==> src/rtl/fetch_stage.sv <==
// fetch_stage -- instruction fetch and IF/ID pipeline register of the 16-bit core.
//
// The stage owns the program counter. It presents the PC on imem_addr, takes the
// word that the combinational instruction memory returns in the same cycle, and
// registers that word with its PC (and PC+2) into IF/ID. It also handles:
//   - stall from the hazard unit (PC and IF/ID hold),
//   - redirects from the jump/branch decision logic (select_jb / flush / target_pc),
//   - HALT, which freezes fetch until a redirect restarts it.
//
// Optional build macro: FETCH_PERF_CNT_EN
//   When defined, two saturating 16-bit performance counters are added:
//   perf_fetched (valid IF/ID loads) and perf_squashed (squash cycles).
//
// Ports:
//   clk           in   single clock, rising edge
//   rst_n         in   synchronous active-low reset
//   stall         in   hold PC and IF/ID
//   select_jb     in   jump/branch taken, load target_pc
//   flush         in   squash the instruction currently in IF/ID
//   target_pc     in   redirect address (bit 0 ignored)
//   imem_rdata    in   instruction word at imem_addr, same cycle
//   imem_addr     out  current PC register
//   ifid_instr    out  registered instruction
//   ifid_pc       out  registered PC of ifid_instr
//   ifid_pc_next  out  registered ifid_pc + 2
//   ifid_valid    out  IF/ID holds a real instruction
//   halted        out  fetch stopped on HALT
//   perf_fetched  out  (FETCH_PERF_CNT_EN only) valid IF/ID loads
//   perf_squashed out  (FETCH_PERF_CNT_EN only) squash cycles
module fetch_stage #(
  parameter int unsigned          PC_WIDTH    = 16,
  parameter logic [PC_WIDTH-1:0]  RESET_PC    = 16'h0000,
  parameter logic [15:0]          NOP_INSTR   = 16'h0800,
  parameter logic [4:0]           HALT_OPCODE = 5'b00000
) (
  input  logic                clk,
  input  logic                rst_n,
  input  logic                stall,
  input  logic                select_jb,
  input  logic                flush,
  input  logic [PC_WIDTH-1:0] target_pc,
  input  logic [15:0]         imem_rdata,
  output logic [PC_WIDTH-1:0] imem_addr,
  output logic [15:0]         ifid_instr,
  output logic [PC_WIDTH-1:0] ifid_pc,
  output logic [PC_WIDTH-1:0] ifid_pc_next,
  output logic                ifid_valid,
`ifdef FETCH_PERF_CNT_EN
  output logic [15:0]         perf_fetched,
  output logic [15:0]         perf_squashed,
`endif
  output logic                halted
);

  typedef enum logic [1:0] {
    ST_BOOT   = 2'd0,
    ST_RUN    = 2'd1,
    ST_HALTED = 2'd2
  } state_t;

  state_t              state_q;
  logic [PC_WIDTH-1:0] pc_q;
  logic [15:0]         ifid_instr_q;
  logic [PC_WIDTH-1:0] ifid_pc_q;
  logic [PC_WIDTH-1:0] ifid_pc_next_q;
  logic                ifid_valid_q;
  logic                halted_q;

  logic [PC_WIDTH-1:0] pc_plus2;
  logic [PC_WIDTH-1:0] target_aligned;
  logic                is_halt_word;
  logic                run_load;   // RUN cycle that loads a real instruction
  logic                squash;     // cycle in which a redirect/flush bubbles IF/ID

  // PC arithmetic wraps naturally at 2^PC_WIDTH.
  assign pc_plus2       = pc_q + PC_WIDTH'(2);
  // Instructions are halfword aligned; an odd target is rounded down.
  assign target_aligned = {target_pc[PC_WIDTH-1:1], 1'b0};
  assign is_halt_word   = (imem_rdata[15:11] == HALT_OPCODE);

  assign run_load = (state_q == ST_RUN) && !select_jb && !flush && !stall;
  // In HALTED only select_jb counts; flush alone changes nothing there.
  assign squash   = ((state_q == ST_RUN) && (select_jb || flush)) ||
                    ((state_q == ST_HALTED) && select_jb);

  always_ff @(posedge clk) begin
    if (!rst_n) begin
      state_q        <= ST_BOOT;
      pc_q           <= RESET_PC;
      ifid_instr_q   <= NOP_INSTR;
      ifid_pc_q      <= '0;
      ifid_pc_next_q <= '0;
      ifid_valid_q   <= 1'b0;
      halted_q       <= 1'b0;
    end else begin
      case (state_q)
        ST_BOOT: begin
          // One settling cycle: the first word is fetched from RUN, so IF/ID
          // stays a bubble. A redirect arriving here is still honoured.
          ifid_instr_q <= NOP_INSTR;
          ifid_valid_q <= 1'b0;
          if (select_jb) begin
            pc_q <= target_aligned;
          end
          state_q <= ST_RUN;
        end

        ST_RUN: begin
          if (select_jb) begin
            // Redirect beats stall; the word fetched this cycle is dropped.
            pc_q         <= target_aligned;
            ifid_instr_q <= NOP_INSTR;
            ifid_valid_q <= 1'b0;
          end else if (flush) begin
            pc_q         <= pc_plus2;
            ifid_instr_q <= NOP_INSTR;
            ifid_valid_q <= 1'b0;
          end else if (!stall) begin
            ifid_instr_q   <= imem_rdata;
            ifid_pc_q      <= pc_q;
            ifid_pc_next_q <= pc_plus2;
            ifid_valid_q   <= 1'b1;
            if (is_halt_word) begin
              // HALT itself goes down the pipe; PC stays on it.
              state_q  <= ST_HALTED;
              halted_q <= 1'b1;
            end else begin
              pc_q <= pc_plus2;
            end
          end
        end

        ST_HALTED: begin
          ifid_instr_q <= NOP_INSTR;
          ifid_valid_q <= 1'b0;
          if (select_jb) begin
            pc_q     <= target_aligned;
            state_q  <= ST_RUN;
            halted_q <= 1'b0;
          end
        end

        default: begin
          state_q      <= ST_BOOT;
          ifid_instr_q <= NOP_INSTR;
          ifid_valid_q <= 1'b0;
          halted_q     <= 1'b0;
        end
      endcase
    end
  end

`ifdef FETCH_PERF_CNT_EN
  logic [15:0] perf_fetched_q;
  logic [15:0] perf_squashed_q;

  always_ff @(posedge clk) begin
    if (!rst_n) begin
      perf_fetched_q  <= '0;
      perf_squashed_q <= '0;
    end else begin
      if (run_load && (perf_fetched_q != 16'hFFFF)) begin
        perf_fetched_q <= perf_fetched_q + 16'd1;
      end
      if (squash && (perf_squashed_q != 16'hFFFF)) begin
        perf_squashed_q <= perf_squashed_q + 16'd1;
      end
    end
  end

  assign perf_fetched  = perf_fetched_q;
  assign perf_squashed = perf_squashed_q;
`else
  // Without the counters these qualifiers have no consumer.
  logic unused_perf;
  assign unused_perf = run_load ^ squash;
`endif

  assign imem_addr    = pc_q;
  assign ifid_instr   = ifid_instr_q;
  assign ifid_pc      = ifid_pc_q;
  assign ifid_pc_next = ifid_pc_next_q;
  assign ifid_valid   = ifid_valid_q;
  assign halted       = halted_q;

endmodule

==> config.mk <==
export PLATFORM = sky130hd
export DESIGN_NAME = fetch_stage
export DESIGN_NICKNAME = d
export VERILOG_FILES = /design/src/rtl/fetch_stage.sv
export SDC_FILE = /design/constraint.sdc
export NUM_CORES = 1
export LEC_CHECK = 0
export BUFFER_PORTS_ARGS = -buffer_cell sky130_fd_sc_hd__buf_2
export CORE_MARGIN = 5
export CORE_UTILIZATION = 53
export DETAILED_ROUTE_END_ITERATION = 8
export PLACE_DENSITY = 0.85
export SKIP_CTS_REPAIR_TIMING = 1
export SLEW_MARGIN = 20
export SYNTH_ARGS = -nofsm -noshare
export SYNTH_HDL_FRONTEND = slang
export SYNTH_SLANG_ARGS = --single-unit
==> constraint.sdc <==
create_clock -name clk -period 2.9 [get_ports clk]
set_input_delay 0.145 -clock clk [delete_from_list [all_inputs] [get_ports clk]]
set_output_delay 0.145 -clock clk [all_outputs]
set_load 0.05 [all_outputs]
==> flow_summary.toml <==
[detailed_routing]
postRouteAntennaNets = 0
viasPerCell = 5.36
dr.pass1.iters = 4
post_drt_wl_per_cell_um = 14.4
detail_route.iter0.violations = 206
drc = 0
wl_um = 7230
via_count = 2695

[sta]
clock-skew-final_ns = 0.00762
tightest_pin_transition_ns = 0.934
fin_crit_ns = 2.00
max_freq_ghz = 0.499
setup_slack_ns = 0.898
setup_total_negative_slack_ns = 0
finalSetupViolations = 0
worst_slew_margin_rel = 0.377
grt_setup_unrepaired = "no"
tcrit_tclk_final = 0.691
report.final.hold_viol_count = 0
total_count_of_max_transition_violations_in_the_final_report = 0

[global_route]
first_pass_grt_wire_length_um = 12000
first_global_vias = 2508
grt_remaining_overflow = 0
antenna_found_initial = 0
gr-usage-all-layers = 0.207
grt_max_degree = 38

[layout]
antenna_cells = 0
share_of_layout_cells_above_drive_strength_1 = 0.290
syn2layout_area_growth_pct = 22.0
num-fill-cells = 480
final_net_count = 465

[floorplanning]
fp-row-count = 27
die-area_mm2 = 0.00707
floorplan.initialDensity = 0.538
floorplan.core_area_mm2 = 0.00541
dieWidth_um = 84.1
top_level_ports = 103
floorplan.die.height_um = 84.1

[yosys]
netlist_instances = 345
synthesis.area_per_instance_um2 = 8.44
synth-edff-count = 0
postSynth.topFlopCell = "sky130_fd_sc_hd__dfxtp_1"
ys_seq_elements = 65
synth_cell_type_count = 49
async_reset_ff_frac = 0
yosys_warnings = 0
synthesis.area_mm2 = 0.00291
synth_seq_area_share = 0.447

[clock_tree]
cts_htree_levels = 3
cts-root-buf = "sky130_fd_sc_hd__clkbuf_8"
worstSkewPairLatency_ns = 0.33
clock_sinks = 65
cts_made_buffers = 9
clockBufferDepth = 2
clk_pin_slew_worst_paths_ns = 0.07
tritoncts = "done"

[power_and_ir_drop]
static-leakage-power_nw = 1.56
swShare = 0.271
power_report.internal_total_mw = 1.51
vdd.ir_drop.worst_uv = 385
power.share.clock = 0.394
portion_of_total_power_attributed_to_combinational_logic = 0.142
p_switching_mw = 0.563
p_seq_frac = 0.463
power_density_mw_per_mm2 = 585

[place]
place_hpwl_um = 5050
port-buffer-count = 98
dp_worst_setup_slack_ns = 0.913
gp_routability_congestion = 0.900

[setup_path]
critical_path.endpoint = "imem_addr[13]"
r2r_setup_slack_ns = 0.90
worstSetupEndpointType = "register"
worst-setup-path-type = "register to register"
crit-reg2reg-capture = "imem_addr[13]"
start_kind = "register"
setup.worst_path.start = "imem_addr[1]"
worst-endpoint-required_ns = 3.09
reg2regPathDepth = 6
worst_ep_arrival_time_ns = 2.19
critPathMaxFanout = 8
regToRegStartpoint = "imem_addr[1]"

[run_status]
run_status = "completed"

[min_path]
min-delay-path-class = "input port to register"

[run]
timing.max_cap.violations = 0
==> stage by stage <==
stage          hold WS (ns)  instance area, um^2  power (mW)  instances  utilization
3_3_place_gp          0.374                 3340        1.27        488        0.618
2_1_floorplan         0.289                 2920        1.21        347            -
5_1_grt              0.0334                 3550        2.17        503        0.657
3_5_place_dp          0.384                 3340        1.28        488        0.618
4_1_cts              0.0320                 3550        2.10        503        0.657
6_report             0.0415                 3550        2.08        503        0.657
==> placed cells by master, fill, tap and decap left out, drive strengths merged, types with 2 or more instances in the layout <==
cell type,n
buf,102
dfxtp,65
nand2,57
a21oi,41
nor2,34
mux2i,15
nand3,13
clkbuf,12
xor2,10
o21ai,10
nor3,8
o32ai,7
a211oi,6
nand2b,5
nor2b,3
o221ai,3
and3,3
nand4,3
a22oi,3
conb,3
a21o,3
a211o,2
or3,2
xnor2,2
bufinv,2
inv,2
==> state kept, by name, summed over array words and instances, names as in the netlist <==
register,count
ifid_instr,16
ifid_pc_next,15
ifid_pc,15
state_q,2
ifid_valid,1
halted,1
imem_addr,15
==> power groups by stage <==
stage / clock network, mW / logic [mW] / registers (mW)
after global routing: 0.887 / 0.318 / 0.967
after floorplan: 0 / 0.154 / 1.06
after CTS: 0.838 / 0.297 / 0.961
after global placement: 0 / 0.290 / 0.979
after detailed placement: 0 / 0.296 / 0.981
final: 0.818 / 0.296 / 0.962
==> Yosys cell counts (2+ instances only) <==
cell / number / area share
sky130_fd_sc_hd__a211o_1: 2 / 0.0060
sky130_fd_sc_hd__a211oi_1: 6 / 0.015
sky130_fd_sc_hd__a21o_1: 2 / 0.0052
sky130_fd_sc_hd__a21oi_1: 39 / 0.067
sky130_fd_sc_hd__a21oi_2: 2 / 0.0060
sky130_fd_sc_hd__a22oi_1: 3 / 0.0077
sky130_fd_sc_hd__and3_1: 3 / 0.0064
sky130_fd_sc_hd__buf_12: 2 / 0.014
sky130_fd_sc_hd__buf_2: 10 / 0.017
sky130_fd_sc_hd__buf_4: 5 / 0.013
sky130_fd_sc_hd__clkbuf_1: 14 / 0.018
sky130_fd_sc_hd__dfxtp_1: 65 / 0.45
sky130_fd_sc_hd__mux2i_1: 15 / 0.052
sky130_fd_sc_hd__nand2_1: 56 / 0.072
sky130_fd_sc_hd__nand2b_1: 5 / 0.011
sky130_fd_sc_hd__nand3_1: 13 / 0.022
sky130_fd_sc_hd__nand4_1: 3 / 0.0064
sky130_fd_sc_hd__nor2_1: 33 / 0.043
sky130_fd_sc_hd__nor2b_1: 3 / 0.0064
sky130_fd_sc_hd__nor3_1: 7 / 0.012
sky130_fd_sc_hd__o21ai_0: 10 / 0.017
sky130_fd_sc_hd__o221ai_1: 3 / 0.0090
sky130_fd_sc_hd__o32ai_1: 7 / 0.021
sky130_fd_sc_hd__or3_1: 2 / 0.0043
sky130_fd_sc_hd__xnor2_1: 2 / 0.0060
sky130_fd_sc_hd__xor2_1: 10 / 0.030
==> per-layer routing <==
layer	GRT usage	share of wire	vias to the layer above	wire length, um
met3	0.0790	0.090	9	650
met4	0.0760	0.012	0	89
li1	-	-	1348	-
met5	0	0	-	0
met2	0.324	0.47	106	3420
met1	0.260	0.43	1232	3080
==> how the worst min path moves through the flow <==
stage	start	to	slack (ns)	depth (start not counted)
after floorplan	imem_rdata[0]	ifid_instr[0]	0.29	2
after global placement	imem_rdata[5]	ifid_instr[5]	0.37	3
after detailed placement	imem_rdata[1]	ifid_instr[1]	0.38	3
after CTS	imem_rdata[6]	ifid_instr[6]	0.03	3
after global routing	imem_rdata[6]	ifid_instr[6]	0.03	3
final	imem_rdata[6]	ifid_instr[6]	0.04	3
==> kinds of logic (layout without fill, tap and decap cells) <==
| kind of cell | count (synthesis) | count (layout) | synth area share |
|---|---|---|---|
| other | 1 | 3 | 0.00129 |
| buffers and inverters | 35 | 119 | 0.0675 |
| and+or+nand+nor | 133 | 133 | 0.208 |
| muxes | 15 | 15 | 0.0516 |
| AOI/OAI and AO/OA | 83 | 83 | 0.184 |
| xor gates and xnor gates | 12 | 12 | 0.0361 |
| DFF | 65 | 65 | 0.447 |
| adders and majority gates | 1 | 1 | 0.00430 |
==> worst max-delay path: stages (launching register included) <==
cell	delay [ns]
sky130_fd_sc_hd__dfxtp_1	0.45
sky130_fd_sc_hd__ha_1	0.31
sky130_fd_sc_hd__nand4_1	0.12
sky130_fd_sc_hd__nor2_1	0.50
sky130_fd_sc_hd__nand3_1	0.20
sky130_fd_sc_hd__a21oi_1	0.18
sky130_fd_sc_hd__o32ai_1	0.10
==> layout make-up <==
cell class | instances | area, um^2 | area share
Multi-Input combinational cell | 247 | 1420 | 0.400
Inverter | 2 | 7.51 | 0.00211
Clock buffer | 12 | 145 | 0.0409
Sequential cell | 65 | 1300 | 0.367
Tap cell | 72 | 90.1 | 0.0254
Clock inverter | 3 | 65.1 | 0.0183
Timing Repair Buffer | 102 | 520 | 0.147
(Power assumes the default switching activity.)
